$ cat src/rtl/locking_rr_arbiter_n_pkg.sv
// rtl/locking_rr_arbiter_n_pkg.sv - shared constants and width helpers for the locking arbiter
package locking_rr_arbiter_n_pkg;

    localparam int DATA_W_DEFAULT = 101;
    localparam int N_IN_MAX       = 16;

    function automatic int clog2(input int value);
        int r;
        int v;
        r = 0;
        v = value - 1;
        while (v > 0) begin
            r = r + 1;
            v = v >> 1;
        end
        return r;
    endfunction

    // Index and counter widths never collapse to zero bits
    function automatic int idx_width(input int n_in);
        return (clog2(n_in) < 1) ? 1 : clog2(n_in);
    endfunction

    function automatic int cnt_width(input int beats);
        return (clog2(beats) < 1) ? 1 : clog2(beats);
    endfunction

    typedef logic [clog2(N_IN_MAX)-1:0] chan_idx_t;

endpackage

$ cat src/rtl/locking_rr_arbiter_n_if.sv
// rtl/locking_rr_arbiter_n_if.sv - client-side channels and shared output port of the arbiter
interface locking_rr_arbiter_n_if
    import locking_rr_arbiter_n_pkg::*;
#(
    parameter int N_IN   = 4,
    parameter int DATA_W = DATA_W_DEFAULT
) ();

    localparam int IDX_W = idx_width(N_IN);

    logic [N_IN-1:0]        io_in_valid;
    logic [N_IN-1:0]        io_in_ready;
    logic [N_IN*DATA_W-1:0] io_in_bits;
    logic [N_IN-1:0]        io_in_multibeat;
    logic [N_IN-1:0]        io_in_mask;
    logic                   io_out_ready;
    logic                   io_out_valid;
    logic [DATA_W-1:0]      io_out_bits;
    logic [IDX_W-1:0]       io_chosen;
    logic                   io_locked;

    modport slave (
        input  io_in_valid, io_in_bits, io_in_multibeat, io_in_mask, io_out_ready,
        output io_in_ready, io_out_valid, io_out_bits, io_chosen, io_locked
    );

    modport master (
        output io_in_valid, io_in_bits, io_in_multibeat, io_in_mask, io_out_ready,
        input  io_in_ready, io_out_valid, io_out_bits, io_chosen, io_locked
    );

endinterface

$ cat src/rtl/locking_rr_arbiter_n_rr_priority_select.sv
// rtl/locking_rr_arbiter_n_rr_priority_select.sv - round-robin pick of the next eligible channel
module locking_rr_arbiter_n_rr_priority_select #(
    parameter int N_IN  = 4,
    parameter int IDX_W = 2
) (
    input  logic [N_IN-1:0]  i_elig,
    input  logic [IDX_W-1:0] i_last_grant,
    output logic [IDX_W-1:0] o_choice
);

    logic             w_hi_found;
    logic             w_lo_found;
    logic [IDX_W-1:0] w_hi_idx;
    logic [IDX_W-1:0] w_lo_idx;

    // Scanning downwards leaves the lowest matching index in each candidate
    always_comb begin
        w_hi_found = 1'b0;
        w_lo_found = 1'b0;
        w_hi_idx   = IDX_W'(N_IN - 1);
        w_lo_idx   = IDX_W'(N_IN - 1);
        for (int i = N_IN - 1; i >= 0; i--) begin
            if (i_elig[i]) begin
                w_lo_found = 1'b1;
                w_lo_idx   = IDX_W'(i);
                if (IDX_W'(i) > i_last_grant) begin
                    w_hi_found = 1'b1;
                    w_hi_idx   = IDX_W'(i);
                end
            end
        end
        if (w_hi_found) begin
            o_choice = w_hi_idx;
        end else if (w_lo_found) begin
            o_choice = w_lo_idx;
        end else begin
            o_choice = IDX_W'(N_IN - 1);
        end
    end

endmodule

$ cat src/rtl/locking_rr_arbiter_n.sv
// rtl/locking_rr_arbiter_n.sv - N-input round-robin arbiter that locks onto multibeat bursts
module locking_rr_arbiter_n
    import locking_rr_arbiter_n_pkg::*;
#(
    parameter int N_IN   = 4,
    parameter int DATA_W = DATA_W_DEFAULT,
    parameter int BEATS  = 8
) (
    input  logic                  clk,
    input  logic                  reset,
    locking_rr_arbiter_n_if.slave io
);

    localparam int IDX_W   = idx_width(N_IN);
    localparam int CNT_W   = cnt_width(BEATS);
    localparam bit LOCK_EN = (BEATS > 1);

    logic [IDX_W-1:0]  r_last_grant;
    logic [IDX_W-1:0]  r_lock_idx;
    logic [CNT_W-1:0]  r_beat_cnt;

    logic [N_IN-1:0]   w_elig;
    logic [IDX_W-1:0]  w_choice;
    logic [IDX_W-1:0]  w_chosen;
    logic              w_locked;
    logic              w_out_valid;
    logic [DATA_W-1:0] w_out_bits;
    logic              w_multibeat;
    logic [N_IN-1:0]   w_in_ready;
    logic              w_fire;

    assign w_elig   = io.io_in_valid & io.io_in_mask;
    assign w_locked = (r_beat_cnt != '0);
    assign w_chosen = w_locked ? r_lock_idx : w_choice;

    locking_rr_arbiter_n_rr_priority_select #(
        .N_IN  (N_IN),
        .IDX_W (IDX_W)
    ) u_select (
        .i_elig       (w_elig),
        .i_last_grant (r_last_grant),
        .o_choice     (w_choice)
    );

    always_comb begin
        w_out_valid = 1'b0;
        w_out_bits  = '0;
        w_multibeat = 1'b0;
        w_in_ready  = '0;
        for (int i = 0; i < N_IN; i++) begin
            if (w_chosen == IDX_W'(i)) begin
                w_out_valid   = io.io_in_valid[i];
                w_out_bits    = io.io_in_bits[i*DATA_W +: DATA_W];
                w_multibeat   = io.io_in_multibeat[i];
                w_in_ready[i] = io.io_out_ready;
            end
        end
    end

    assign w_fire          = w_out_valid & io.io_out_ready;
    assign io.io_out_valid = w_out_valid;
    assign io.io_out_bits  = w_out_bits;
    assign io.io_in_ready  = w_in_ready;
    assign io.io_chosen    = w_chosen;
    assign io.io_locked    = w_locked;

    // Counter wraps at BEATS-1 explicitly so non-power-of-two bursts unlock on time
    always_ff @(posedge clk or posedge reset) begin
        if (reset) begin
            r_last_grant <= IDX_W'(N_IN - 1);
            r_lock_idx   <= '0;
            r_beat_cnt   <= '0;
        end else if (w_fire) begin
            r_last_grant <= w_chosen;
            if (w_locked) begin
                if (r_beat_cnt == CNT_W'(BEATS - 1)) begin
                    r_beat_cnt <= '0;
                end else begin
                    r_beat_cnt <= r_beat_cnt + CNT_W'(1);
                end
            end else if (LOCK_EN && w_multibeat) begin
                r_lock_idx <= w_chosen;
                r_beat_cnt <= CNT_W'(1);
            end
        end
    end

endmodule

$ cat src/flat_wrapper.sv
// flat-port wrapper written by rule: the top's interface ports become plain ports
module locking_rr_arbiter_n_flat import locking_rr_arbiter_n_pkg::*;
#(
    parameter int N_IN   = 4,
    parameter int DATA_W = DATA_W_DEFAULT,
    parameter int BEATS  = 8
)
  (clk, reset, io_io_in_valid, io_io_in_bits, io_io_in_multibeat, io_io_in_mask, io_io_out_ready, io_io_in_ready, io_io_out_valid, io_io_out_bits, io_io_chosen, io_io_locked);
  locking_rr_arbiter_n_if #(.N_IN(N_IN), .DATA_W(DATA_W)) io_i ();
  input  logic clk;
  input  logic reset;
  input wire logic [$bits(io_i.io_in_valid)-1:0] io_io_in_valid;
  input wire logic [$bits(io_i.io_in_bits)-1:0] io_io_in_bits;
  input wire logic [$bits(io_i.io_in_multibeat)-1:0] io_io_in_multibeat;
  input wire logic [$bits(io_i.io_in_mask)-1:0] io_io_in_mask;
  input wire logic [$bits(io_i.io_out_ready)-1:0] io_io_out_ready;
  output wire logic [$bits(io_i.io_in_ready)-1:0] io_io_in_ready;
  output wire logic [$bits(io_i.io_out_valid)-1:0] io_io_out_valid;
  output wire logic [$bits(io_i.io_out_bits)-1:0] io_io_out_bits;
  output wire logic [$bits(io_i.io_chosen)-1:0] io_io_chosen;
  output wire logic [$bits(io_i.io_locked)-1:0] io_io_locked;
  assign io_i.io_in_valid = io_io_in_valid;
  assign io_i.io_in_bits = io_io_in_bits;
  assign io_i.io_in_multibeat = io_io_in_multibeat;
  assign io_i.io_in_mask = io_io_in_mask;
  assign io_i.io_out_ready = io_io_out_ready;
  assign io_io_in_ready = io_i.io_in_ready;
  assign io_io_out_valid = io_i.io_out_valid;
  assign io_io_out_bits = io_i.io_out_bits;
  assign io_io_chosen = io_i.io_chosen;
  assign io_io_locked = io_i.io_locked;
  locking_rr_arbiter_n #(.N_IN(N_IN), .DATA_W(DATA_W), .BEATS(BEATS)) u_core (.clk(clk), .reset(reset), .io(io_i));
endmodule
$ cat config.mk
export PLATFORM = sky130hd
export DESIGN_NAME = locking_rr_arbiter_n_flat
export DESIGN_NICKNAME = d
export VERILOG_FILES = /design/src/rtl/locking_rr_arbiter_n_pkg.sv /design/src/rtl/locking_rr_arbiter_n_if.sv /design/src/rtl/locking_rr_arbiter_n_rr_priority_select.sv /design/src/rtl/locking_rr_arbiter_n.sv /design/src/flat_wrapper.sv
export SDC_FILE = /design/constraint.sdc
export NUM_CORES = 1
export LEC_CHECK = 0
export ABC_AREA = 1
export CORE_AREA = 4 4 205 207
export CTS_BUF_LIST = sky130_fd_sc_hd__clkbuf_16
export DETAILED_ROUTE_END_ITERATION = 8
export DIE_AREA = 0 0 209 211
export PLACE_DENSITY = 0.46
export SLEW_MARGIN = 20
export SYNTH_ARGS = -nofsm -noshare
export SYNTH_HDL_FRONTEND = slang
export SYNTH_SLANG_ARGS = --single-unit
$ cat constraint.sdc
create_clock -name clk -period 2.5 [get_ports clk]
set_input_delay 0.375 -clock clk [delete_from_list [all_inputs] [get_ports clk]]
set_output_delay 0.375 -clock clk [all_outputs]
set_load 0.005 [all_outputs]
== After elaboration in Yosys (flattened, before gate mapping) ==
Cells that the tools add are included.

* Register bits after elaboration: 7
* Bits in latches: 0
* RAM bits: 0
* Bits in read-only memories: 0
* Bits of input ports: 419
* Output and inout bits: 109
* Logic and storage cells: 63
* Memories: 0

* Add/subtract/negate cells: 1
* Multiply operators: 0
* Div/mod/pow operators: 0
* Magnitude comparators: 4
* Equal/unequal tests: 4
* Shift operators: 0
* Multiplexer cells: 43
* Bitwise gates (word level): 3
* Reduce and logical (&&, ||, !) cells: 5

{| class="wikitable"
|+ Operators by type and width
! kind !! number
|-
| $mux W101 || 4
|-
| $mux W1 || 27
|-
| $mux W2 || 9
|-
| $mux W3 || 3
|-
| $and A4 B4 Y4 || 1
|-
| $eq A2 B2 Y1 const B || 2
|-
| $gt A1 B2 Y1 const A || 2
|-
| $gt A2 B2 Y1 const A || 2
|-
| $add A3 B1 Y3 const B || 1
|-
| $eq A3 B3 Y1 const B || 1
|-
| $reduce_and A3 Y1 || 1
|-
| $reduce_bool A3 Y1 || 1
|-
| $eq A2 B1 Y1 const B || 1
|-
| $logic_not A2 Y1 || 1
|-
| $reduce_and A2 Y1 || 1
|-
| $reduce_bool A2 Y1 || 1
|-
| $and A1 B1 Y1 || 1
|-
| $not A1 Y1 || 1
|}

== Depth between registers and ports, before layout ==
Gate-level depths: netlist (run 1).

* Word-level depth: 18
* Depth in mapped cells: 15
* Depth with buffers taken out: 15

== Cells and area by module ==
Synthesis (run 1) repeated with hierarchy kept, for this count alone.

* Cells, all modules: 669
* Area total of the unflattened synthesis: 3206.8 um^2

{| class="wikitable"
|+ Modules (own cells, without submodules)
! module !! times used !! cells an instance !! area each (um^2)
|-
| locking_rr_arbiter_n || 1 || 652 || 3141.8
|-
| locking_rr_arbiter_n_rr_priority_select || 1 || 17 || 65.1
|}

== Worst setup path after synthesis (run 1) ==
No wires, ideal clock.

* Kind: register to output
* Start point: reg u_core.r_beat_cnt[0]
* End point: out io_io_out_bits[10]
* Arrival time: 1735 ps
* Path slack: 390 ps
* Cell stages (with the launch flop): 13
* Cells stage by stage: dfrtp_1 -> inv_1 -> ha_1 -> nand2_4 -> inv_2 -> or2_4 -> nand2_4 -> nand2_1 -> inv_2 -> buf_2 -> buf_2 -> nand2_1 -> nand4_1

* Longest elaborated chain between the ends: 7
* Elaborated cells between the ends (all ways): 10
* Classes of those cells: eq/ne (3); mux (5); reduce/logical (2)

{| class="wikitable"
|+ RTL lines
! element !! line !! source
|-
| start: declaration || locking_rr_arbiter_n.sv:20 || <nowiki>logic [CNT_W-1:0] r_beat_cnt;</nowiki>
|-
| start signal: assignment || locking_rr_arbiter_n.sv:79 || <nowiki>r_beat_cnt <= r_beat_cnt + CNT_W'(1);</nowiki>
|-
| $reduce_bool A3 Y1 * || locking_rr_arbiter_n.sv:33 || <nowiki>assign w_locked = (r_beat_cnt != '0);</nowiki>
|-
| named net io_io_locked || flat_wrapper.sv:21 || <nowiki>output wire logic [$bits(io_i.io_locked)-1:0] io_io_locked;</nowiki>
|-
| $mux W2 * || locking_rr_arbiter_n.sv:34 || <nowiki>assign w_chosen = w_locked ? r_lock_idx : w_choice;</nowiki>
|-
| $logic_not A2 Y1 || locking_rr_arbiter_n.sv:51 || <nowiki>if (w_chosen == IDX_W'(i)) begin</nowiki>
|-
| $mux W101 (3 in a row) || locking_rr_arbiter_n.sv:51 ||
|-
| $mux W101 * || locking_rr_arbiter_n.sv:51 ||
|-
| end: declaration || flat_wrapper.sv:19 || <nowiki>output wire logic [$bits(io_i.io_out_bits)-1:0] io_io_out_bits;</nowiki>
|}

Mark *: on every way through the listed nets, which the timed path passes. The rest lies on a longest branch.

== Worst setup path in the final report (run 1) ==
* Start point: reg u_core.r_beat_cnt[0]
* End point: out io_io_out_bits[96]

* Longest elaborated chain between the ends: 7
* Elaborated cells between the ends (all ways): 10
* Classes of those cells: eq/ne (3); mux (5); reduce/logical (2)

{| class="wikitable"
|+ RTL lines
! element !! line
|-
| $reduce_bool A3 Y1 * || locking_rr_arbiter_n.sv:33
|-
| $mux W2 * || locking_rr_arbiter_n.sv:34
|-
| $logic_not A2 Y1 || locking_rr_arbiter_n.sv:51
|-
| $mux W101 (3 in a row) || locking_rr_arbiter_n.sv:51
|-
| $mux W101 * || locking_rr_arbiter_n.sv:51
|}

Every way passes the cells marked *; elsewhere a longest branch is shown, timed or not.

==> results by group, run 1 <==
Placement
  • Dpl ws: -0.593 ns
  • DP HPWL: 26400 microns
  • Port bufs: 527
  • DP Area: 9910 sq um
  • Placed insts: 1744
  • GP Congestion: 0.967

Finish
  • Final core occ: 0.294
  • Multi-input gate area: 3460 sq um
  • Finished Cell Area: 11900 sq um
  • Finished Layout Cells: 1838
  • Nets: 1728
  • Fillers: 4400
  • Area grow syn2layout: 254%
  • Share of post-route cells with drive strength above 1: 0.353
  • FF/Latch Area: 178 sq um

Critical path
  • CP Max Fanout: 6
  • WP data required: 2.12 ns
  • CP Launch Type: flip-flop
  • Arr. time, crit path: 2.25 ns
  • Crit path max-delay cell type: dfrtp_1
  • Worst Setup Path Type: reg2out
  • Crit path buffers/inverters: 7
  • Max stage delay on crit path: 0.37 ns
  • CP top delay family: buffers and inverters
  • Crit-path cells: inv_1, ha_2, nand2_4, a21oi_4, nand2_2, nand2_4, buf_6, nand2_8, inv_12, buf_12, buf_8, buf_12, nand2_1, nand4_1, buf_2
  • Critical Path End Type: output pin

GRT
  • Vias in the first global route: 8024
  • Largest net degree at the start of global routing: 37
  • Gr ovfl total: 0
  • First-pass GRT wire length: 53400 microns
  • Antenna violations before repair: 4
  • Gr usage total: 0.160

Run status
  • Status: finished, violations left
  • Failing checks: negative setup slack

STA
  • Hold_ws: 0.395 ns
  • Part of the cycle the worst path needs: 1.05
  • Min cycle time layout: 2.63 ns
  • PnR worst setup slack: -0.128 ns
  • Endpoints failing setup: 91
  • RSZ-0062 raised after global routing: yes
  • Tightest Pin Transition: 0.354 ns
  • Final Max Slew Viols: 0
  • Fin Clk Skew: 0.000493 ns
  • Max-slew headroom: 0.764
  • Setup TNS: -6.66 ns
  • FMAX: 0.381 GHz
  • Final hold vios: 0

Logic synthesis
  • Seq/Total Area, Yosys: 0.0530
  • Ys async rst share: 1.00
  • Syn avg cell area: 5.07 sq um
  • Synthesized flop and latch total: 7
  • EDFF count, synth: 0
  • Post-synth top flop: dfrtp_1
  • YS warnings: 0
  • Net count after synthesis: 1082
  • Post-synthesis cell type count: 23
  • Synth Instances: 660
  • Synthesized area: 3350 sq um

Die
  • Initial Util: 0.0830
  • IO Pins: 528
  • Die area: 44100 sq um
  • Core ar.: 40400 sq um
  • Row cnt: 74
  • Die H: 211 microns
  • Die X: 209 microns

Power
  • Tot Pwr: 16.8 mW
  • Peak VDD IR: 545 uV
  • P per Cell Area: 1420 nW/um^2
  • LEAKAGE: 4.99 nW

Routing
  • DR top layer: met5
  • Met3 WL: 2830 microns
  • Routed vias/inst: 4.20
  • Metal-1 WL: 14500 microns
  • Drt pass-1 iters: 5
  • Wire length on met2: 20600 microns
  • Post-route ant nets: 0
  • Initial drt markers: 397
  • Routed WL per cell: 21.1 microns
  • Vias: 7721
  • Total Routed Length: 38900 microns
  • DRC: 0

Clock tree
  • Hold-fix buffers at CTS: 0
  • CTS HTree Levels: 1
  • Total CTS buffers: 3
  • Clk Tree Root Cell: clkbuf_16
  • Clock transition at the registers of the reported paths: 0.04 ns
  • TritonCTS clock tree: yes
  • Clock sinks: 7
  • Clk_lat worst skew: 0.23 ns
  • Bufs on Longest Clock Path: 2

Hold path
  • Worst Hold Class: in2async

Flow run
  • Max-cap viol count: 0
cell type report:
cell class	count	share of cell area
antenna	1	0.000211
inverter	15	0.00686
timing repair buffer	706	0.623
sequential	7	0.0150
clock inverter	1	0.000316
multi-input combinational	573	0.292
tap	532	0.0561
clock buffer	3	0.00633
cells by family after synthesis:
kind of cell | Yosys count | synth area share
flip-flops | 7 | 0.0530
AO/OA/AOI/OAI | 7 | 0.0190
AND/OR/NAND/NOR | 562 | 0.805
adder cells (fa/ha/maj) | 3 | 0.0112
buffers and inverters | 81 | 0.111
cell usage after synthesis (3+ instances only):
library cell | count | area, sq um
ha_1 | 3 | 37.5
nand2_2 | 3 | 18.8
nand2_1 | 227 | 852
inv_2 | 4 | 15.0
dfrtp_1 | 5 | 125
nand2_4 | 3 | 33.8
nor3_1 | 3 | 15.0
inv_1 | 10 | 37.5
o21ai_1 | 3 | 15.0
nand3_1 | 214 | 1070
clkbuf_1 | 12 | 45.0
buf_2 | 53 | 265
nand4_1 | 107 | 669
power breakdown:
group          switching, mW  internal [mW]  total (mW)
sequential            0.0330          0.174       0.207
clock                 0.0659          0.208       0.274
combinational           7.82           8.50        16.3
total                   7.92           8.88        16.8
worst reg2reg max path: stages (launching register included):
cell	delay, ns
dfrtp_1	0.37
inv_1	0.06
ha_2	0.18
nand2_4	0.07
a21oi_4	0.17
nand2_2	0.10
nand2_4	0.11
inv_12	0.05
nor2_4	0.10
buf_12	0.15
buf_8	0.13
buf_16	0.15
buf_8	0.13
nand2_4	0.06
buf_6	0.13
a21oi_4	0.24
nand2_2	0.08
nand2_1	0.06
nand2_1	0.04
layer usage:
metal | up-vias | GRT usage
met5 | - | 0
li1 | 3667 | -
met1 | 3572 | 0.178
met2 | 430 | 0.306
met4 | 2 | 0.0443
met3 | 50 | 0.0340
placed cells by master, fill, tap and decap left out, types with 2 or more instances in the layout:
cell type,Yosys,routed
dfrtp_1,5,5
nand3_2,1,30
clkdlybuf4s50_1,0,411
nor3_1,3,2
buf_8,0,18
nand3_4,0,3
dlygate4sd2_1,0,11
buf_16,0,27
inv_2,4,5
ha_1,3,2
a21oi_4,2,3
nand3_1,214,182
buf_12,0,30
clkbuf_16,0,6
nand2_1,227,108
bufbuf_16,0,2
nand2_2,3,95
nand4_1,107,107
dfstp_2,2,2
nand2_4,3,28
nor2_1,2,2
buf_2,53,101
nand2_8,0,2
inv_1,10,9
buf_6,0,38
o21ai_1,3,3
buf_4,0,64
inv_12,0,2
flip-flops by register name (all words and copies together) (netlist names):
| register | cells |
|---|---|
| u_core.r_beat_cnt | 3 |
| u_core.r_lock_idx | 2 |
| u_core.r_last_grant | 2 |
final timing paths:
path	from	to	slack, ns	cells past startpoint
max	u_core.r_beat_cnt[0]$_DFFE_PP0P_	io_io_out_bits[96]	-0.13	15
min	reset	u_core.r_beat_cnt[2]$_DFFE_PP0P_	0.40	2
max reg2reg	u_core.r_beat_cnt[0]$_DFFE_PP0P_	u_core.r_beat_cnt[1]$_DFFE_PP0P_	0.01	18
min reg2reg	u_core.r_last_grant[0]$_DFFE_PP1P_	u_core.r_last_grant[0]$_DFFE_PP1P_	0.49	2
max in group asynchronous	reset	u_core.r_last_grant[0]$_DFFE_PP1P_	1.83	2
min in group clk	u_core.r_last_grant[0]$_DFFE_PP1P_	u_core.r_last_grant[0]$_DFFE_PP1P_	0.49	2
what timing repair did:
action / CTS / global route
gates cloned: 26 / 4
endpoints found under the hold margin: 0 / 0
setup endpoints to repair: 107 / 112
buffers inserted: 63 / 7
pin swaps: 89 / 35
gates resized for setup: 679 / 66
No activity file was read; power rests on OpenSTA's default activity.
==> run 2: changes to the inputs <==
MAX_ROUTING_LAYER = met4   (was unset)
SKIP_LAST_GASP = 1   (was unset)
==> run 2 against run 1 <==
  * The run still ends with negative setup slack left
  * Critical path depth shrank 1
  * Power is 0.44% lower
  * Combinational power about the same
  * Routed wire length decreased by 1.4%
  * Cell count rose by 1.8%
  * Largest power group unchanged
  * First-iteration DRC count grew 4.3%
  * Global-route usage decreased by 0.14 points
  * Die area unchanged
==> results by group, run 2 (synthesized netlist as in run 1, its figures left out) <==
Critical path
  • WP data required: 2.12 ns (about the same)
  • CP Max Fanout: 6 (unchanged)
  • Crit path max-delay cell type: dfrtp_1
  • Worst Setup Path Type: reg2out
  • CP dominant cell by count: buf_12
  • Arr. time, crit path: 2.42 ns (+0.17 ns)
  • Max stage delay on crit path: 0.34 ns (-0.03 ns)
  • CP Launch Type: flip-flop
  • Critical Path End Type: output pin
  • Crit-path cells: inv_1, ha_2, nand2_4, inv_2, or2_4, a21boi_4, buf_6, buf_12, buf_12, buf_12, buf_8, nand3_2, nand4_1, buf_2

STA
  • PnR worst setup slack: -0.291 ns (-0.163 ns)
  • Fin Clk Skew: 0.00227 ns (+0.00178 ns)
  • Setup TNS: -14.63 ns (-7.97 ns)
  • Tightest Pin Transition: 0.407 ns (+0.0531 ns)
  • Max-slew headroom: 0.729 (-0.0354)
  • FMAX: 0.358 GHz (-5.8%)
  • RSZ-0062 raised after global routing: yes
  • Endpoints failing setup: 103 (+13%)
  • Part of the cycle the worst path needs: 1.12 (+0.0650)
  • Final Max Slew Viols: 0 (unchanged)
  • Min cycle time layout: 2.79 ns (+0.163 ns)
  • Final hold vios: 0 (unchanged)

Routing
  • Vias: 7741 (+0.26%)
  • Drt pass-1 iters: 4 (-1)
  • Routed WL per cell: 20.5 microns (-3.2%)
  • Total Routed Length: 38300 microns (-1.4%)
  • Routed vias/inst: 4.14 (-1.5%)
  • Post-route ant nets: 0 (unchanged)
  • Initial drt markers: 414 (+4.3%)
  • DRC: 0 (unchanged)

Placement
  • GP Congestion: 1.00 (+3.6%)
  • DP Area: 9980 sq um (+0.73%)
  • Port bufs: 527 (unchanged)
  • DP HPWL: 27300 microns (+3.2%)

Die
  • Die area: 44100 sq um (unchanged)
  • Initial Util: 0.0830 (unchanged)
  • Die X: 209 microns (unchanged)
  • IO Pins: 528 (unchanged)
  • Die H: 211 microns (unchanged)
  • Core ar.: 40400 sq um (unchanged)
  • Row cnt: 74 (unchanged)

Power
  • Peak VDD IR: 740 uV (+36%)
  • P per Cell Area: 1410 nW/um^2 (-0.72%)
  • LEAKAGE: 5.08 nW (+1.9%)

Run status
  • Failing checks: negative setup slack
  • Status: finished, violations left

Clock tree
  • Bufs on Longest Clock Path: 2 (unchanged)
  • TritonCTS clock tree: yes
  • CTS HTree Levels: 1 (unchanged)
  • Clk Tree Root Cell: clkbuf_16
  • Clock sinks: 7 (unchanged)
  • Total CTS buffers: 3 (unchanged)
  • Hold-fix buffers at CTS: 0 (unchanged)
  • Clk_lat worst skew: 0.23 ns (about the same)
  • Clock transition at the registers of the reported paths: 0.04 ns (about the same)

GRT
  • Gr ovfl total: 0 (unchanged)
  • Largest net degree at the start of global routing: 34 (-8.1%)
  • First-pass GRT wire length: 52300 microns (-2.1%)
  • Vias in the first global route: 8291 (+3.3%)
  • Gr usage total: 0.159 (-0.00137)
  • Antenna violations before repair: 2 (-2)

Finish
  • Fillers: 4413 (+0.30%)
  • Finished Cell Area: 11900 sq um (+0.27%)
  • Number of flip-flops in the largest register: 3 (unchanged)
  • Area grow syn2layout: 255%
  • Commonest cells after routing, fill and taps aside: clkdlybuf4s50_1, nand3_1, nand2_1
  • Nets: 1761 (+1.9%)
  • Commonest non-fill, non-tap cell in the layout: clkdlybuf4s50_1
  • Largest regs: u_core.r_beat_cnt: 3 flops, u_core.r_last_grant: 2 flops, u_core.r_lock_idx: 2 flops
  • Share of post-route cells with drive strength above 1: 0.342 (-0.0117)
  • Largest Register: u_core.r_beat_cnt
  • Final core occ: 0.295 (+0.000806)

Hold path
  • Worst Hold Class: in2async

Flow run
  • Max-cap viol count: 0 (unchanged)
## run 2: cell types whose count changed in the layout (fill, tap and decap cells not counted), moves of 10 or more
cell and change:
buf_12 +11, buf_16 -16, buf_2 -10, buf_4 +33, clkbuf_2 +10, nand2_1 +52
nand2_2 -54, nand3_1 -15, nand3_2 +15
## run 2: critical path, delay by kind of cell, from the launching register on
kind	cells	cell delay, ns
simple gates	4	0.56
flops	1	0.34
compound gates	1	0.16
fa+ha+maj	1	0.19
buf+inv	8	0.92
## run 2: per-stage QoR
step / worst slack [ns] / power [mW] / hold slack [ns] / std cells
after floorplan: 0.390 / 4.98 / 0.177 / 660
after global placement: -0.657 / 13.2 / 0.461 / 1747
after global routing: -0.340 / 18.0 / 0.439 / 1871
after CTS: -0.271 / 15.8 / 0.409 / 1839
after detailed placement: -0.646 / 13.1 / 0.467 / 1747
final: -0.291 / 16.7 / 0.397 / 1871
## run 2: final timing paths
kind	from	to	slack (ns)	depth (start not counted)
worst max-delay path	u_core.r_beat_cnt[0]$_DFFE_PP0P_	io_io_out_bits[45]	-0.29	14
worst min-delay path	reset	u_core.r_beat_cnt[1]$_DFFE_PP0P_	0.40	2
worst max register to register	u_core.r_beat_cnt[0]$_DFFE_PP0P_	u_core.r_last_grant[1]$_DFFE_PP1P_	0.04	18
worst min register to register	u_core.r_lock_idx[0]$_DFFE_PP0P_	u_core.r_lock_idx[0]$_DFFE_PP0P_	0.48	2
max in group asynchronous	reset	u_core.r_last_grant[1]$_DFFE_PP1P_	1.82	2
min in group clk	u_core.r_lock_idx[0]$_DFFE_PP0P_	u_core.r_lock_idx[0]$_DFFE_PP0P_	0.48	2
## run 2: final cells by class
class / count / area (sq um) / area share
Antenna cell: 1 / 2.50 / 0.000210
Multi-Input combinational cell: 573 / 3420 / 0.288
Timing Repair Buffer: 739 / 7480 / 0.629
Sequential cell: 7 / 178 / 0.0149
Clock inverter: 1 / 3.75 / 0.000316
Inverter: 15 / 68.8 / 0.00579
Tap cell: 532 / 666 / 0.0560
Clock buffer: 3 / 75.1 / 0.00631
## run 2: timing repair
action | 4_1_cts | 5_1_grt
pin swaps | 79 | 63
hold endpoints to repair | 0 | 0
buffers inserted | 80 | 36
cloned | 14 | 9
gates resized for setup | 526 | 159
setup endpoints to repair | 109 | 114
## run 2: report_power, final
part | leakage, nW | total [mW] | switching, mW | internal [mW]
Combinational | 4.95 | 16.3 | 7.73 | 8.52
Sequential | 0.0846 | 0.203 | 0.0298 | 0.173
Clock | 0.0423 | 0.270 | 0.0617 | 0.208
## run 2: metal layers
layer | GRT usage | wire (microns) | vias up
met5 | - | 0 | -
met4 | 0.0392 | 1260 | 0
met1 | 0.180 | 15200 | 3580
li1 | - | - | 3718
met2 | 0.295 | 19700 | 382
met3 | 0.0220 | 2170 | 61
==> run 3: changes to the inputs <==
clock period = 3.1 ns   (was 2.5 ns; I/O delays follow)
==> run 3 against run 2 <==
  * The run still ends with negative setup slack left
  * Global-route usage is 0.86 points lower
  * Power shrank 31%
  * Sequential share of layout area rose by 0.17 points
  * Die area stayed put
  * Worst hold slack better by 0.078 ns
  * First-iteration DRC count is 0.72% lower
  * Clock-buffer cell count did not move
  * Non-clock buffer count is 86 lower
  * Register-to-register slack improved by 0.50 ns
==> results by group, run 3 (synthesized netlist as in run 1, its figures left out) <==
Run status
  • Status: finished, violations left
  • Failing checks: negative setup slack

Routing
  • Routed WL per cell: 20.1 microns (-1.8%)
  • Total Routed Length: 36000 microns (-6.1%)
  • Post-route ant nets: 0 (unchanged)
  • Vias: 7288 (-5.9%)
  • Drt pass-1 iters: 5 (+1)
  • Initial drt markers: 411 (-0.72%)
  • DRC: 0 (unchanged)
  • Routed vias/inst: 4.07 (-1.6%)

Die
  • Die X: 209 microns (unchanged)
  • Die area: 44100 sq um (unchanged)
  • Core ar.: 40400 sq um (unchanged)
  • Initial Util: 0.0830 (unchanged)
  • Die H: 211 microns (unchanged)
  • Row cnt: 74 (unchanged)
  • IO Pins: 528 (unchanged)

Critical path
  • CP top delay family: buffers and inverters
  • Crit path buffers/inverters: 6 (-2)
  • CP Max Fanout: 6 (unchanged)
  • FF-to-FF path depth: 17 (-1)
  • WP data required: 2.63 ns (+0.51 ns)
  • Setup slack, reg-to-reg: 0.54 ns (+0.50 ns)
  • Worst Setup Path Type: in2out
  • Critical path depth: 14 (unchanged)
  • Max stage delay on crit path: 0.51 ns (+0.17 ns)
  • Critical Path End Type: output pin
  • CP Launch Type: primary input
  • Crit-path cells: clkdlybuf4s50_1, nand2_1, inv_1, nand2_1, nand2_1, nand2_1, nand2_2, buf_4, a21boi_4, buf_12, buf_12, nand3_1, nand4_1, clkdlybuf4s50_1
  • CP dominant cell by count: nand2_1
  • Worst r2r src: u_core.r_beat_cnt[0]$_DFFE_PP0P_
  • Arr. time, crit path: 2.75 ns (+0.33 ns)
  • Worst reg2reg path endpoint: u_core.r_beat_cnt[1]$_DFFE_PP0P_
  • Crit path max-delay cell type: clkdlybuf4s50_1

GRT
  • Vias in the first global route: 7596 (-8.4%)
  • Largest net degree at the start of global routing: 68 (+100%)
  • First-pass GRT wire length: 48900 microns (-6.4%)
  • Gr ovfl total: 0 (unchanged)
  • Gr usage total: 0.150 (-0.00856)
  • Antenna violations before repair: 6 (+4)

Finish
  • Fillers: 4514 (+2.3%)
  • Share of post-route cells with drive strength above 1: 0.135 (-0.206)
  • Number of flip-flops in the largest register: 3 (unchanged)
  • Largest Register: u_core.r_beat_cnt
  • Largest regs: u_core.r_beat_cnt: 3 flops, u_core.r_last_grant: 2 flops, u_core.r_lock_idx: 2 flops
  • Area grow syn2layout: 219%
  • Commonest cells after routing, fill and taps aside: clkdlybuf4s50_1, nand2_1, nand3_1
  • Nets: 1674 (-4.9%)
  • Final core occ: 0.264 (-0.0301)
  • Commonest non-fill, non-tap cell in the layout: clkdlybuf4s50_1

STA
  • Tightest Pin Transition: 0.333 ns (-0.0742 ns)
  • Setup TNS: -1.16 ns (+13.47 ns)
  • Endpoints failing setup: 23 (-78%)
  • PnR worst setup slack: -0.116 ns (+0.175 ns)
  • Final Max Slew Viols: 0 (unchanged)
  • Max-slew headroom: 0.778 (+0.0498)
  • RSZ-0062 raised after global routing: yes
  • Part of the cycle the worst path needs: 1.04
  • Fin Clk Skew: 0.00351 ns (+0.00124 ns)
  • Min cycle time layout: 3.22 ns
  • FMAX: 0.311 GHz
  • Final hold vios: 0 (unchanged)

Hold path
  • Worst Hold Class: reg2reg
  • Hold EP: u_core.r_last_grant[0]$_DFFE_PP1P_
  • Hold Path Depth: 2
  • Hold wc startpoint: u_core.r_last_grant[0]$_DFFE_PP1P_

Power
  • LEAKAGE: 4.63 nW (-9.0%)
  • P per Cell Area: 1090 nW/um^2 (-23%)
  • Peak VDD IR: 473 uV (-36%)

Placement
  • DP HPWL: 26800 microns (-1.7%)
  • Dpl ws: -0.238 ns (+0.408 ns)
  • Port bufs: 527 (unchanged)
  • GP Congestion: 0.948 (-5.4%)

Flow run
  • Max-cap viol count: 0 (unchanged)

Clock tree
  • Clock sinks: 7 (unchanged)
  • Total CTS buffers: 3 (unchanged)
  • Hold-fix buffers at CTS: 0 (unchanged)
  • TritonCTS clock tree: yes
  • Clk Tree Root Cell: clkbuf_16
  • Clock transition at the registers of the reported paths: 0.03 ns (about the same)
  • Bufs on Longest Clock Path: 2 (unchanged)
  • CTS HTree Levels: 1 (unchanged)
  • Clk_lat worst skew: 0.23 ns (about the same)
run 3: what timing repair did:
action | in CTS | in global routing
setup endpoints to repair | 103 | 90
setup buffers | 16 | 19
gates resized for setup | 70 | 81
pin swaps | 6 | 9
gates cloned | 10 | 4
run 3: worst register-to-register path: cells and delay by family, from the launching register on:
kind | cells | cell delay, ns
compound gates | 1 | 0.15
fa+ha+maj | 1 | 0.22
buf+inv | 7 | 0.86
flops | 1 | 0.37
simple gates | 8 | 0.89
run 3: through the flow:
step	hold WS (ns)	cells	cell area (sq um)	total power, mW
global route	0.490	1789	10700	12.5
CTS	0.477	1761	10300	11.4
global placement	0.459	1731	9750	10.2
detailed placement	0.470	1731	9750	10.2
finish	0.475	1790	10700	11.6
floorplan	0.267	660	3350	4.02
run 3: worst max-delay path by stage:
stage | end | start
5_1_grt | io_io_out_bits[80] | io_io_in_mask[2]
3_5_place_dp | io_io_out_bits[2] | io_io_in_valid[1]
4_1_cts | io_io_out_bits[2] | io_io_in_valid[1]
3_3_place_gp | io_io_out_bits[2] | io_io_in_valid[1]
6_report | io_io_out_bits[21] | io_io_in_mask[2]
2_1_floorplan | io_io_out_bits[10] | u_core.r_beat_cnt[0]$_DFFE_PP0P_
run 3: area by class of cell:
class / instances / area, sq um / area share
diodes: 7 / 17.5 / 0.00164
clock buffers: 3 / 75.1 / 0.00703
clock inverters: 1 / 3.75 / 0.000352
inverters: 15 / 76.3 / 0.00715
multi-input cells: 572 / 2850 / 0.267
flip-flops and latches: 7 / 178 / 0.0166
well taps: 532 / 666 / 0.0623
repair buffers: 653 / 6810 / 0.638
run 3: report_power, final:
part	total (mW)	internal (mW)	switching (mW)
registers	0.169	0.140	0.0286
clock network	0.216	0.168	0.0485
logic	11.2	5.89	5.33
run 3: routing by layer:
metal / GRT usage / part of all wire
met1: 0.172 / 0.40
met2: 0.264 / 0.50
met3: 0.0331 / 0.067
met4: 0.0430 / 0.029
met5: - / 0
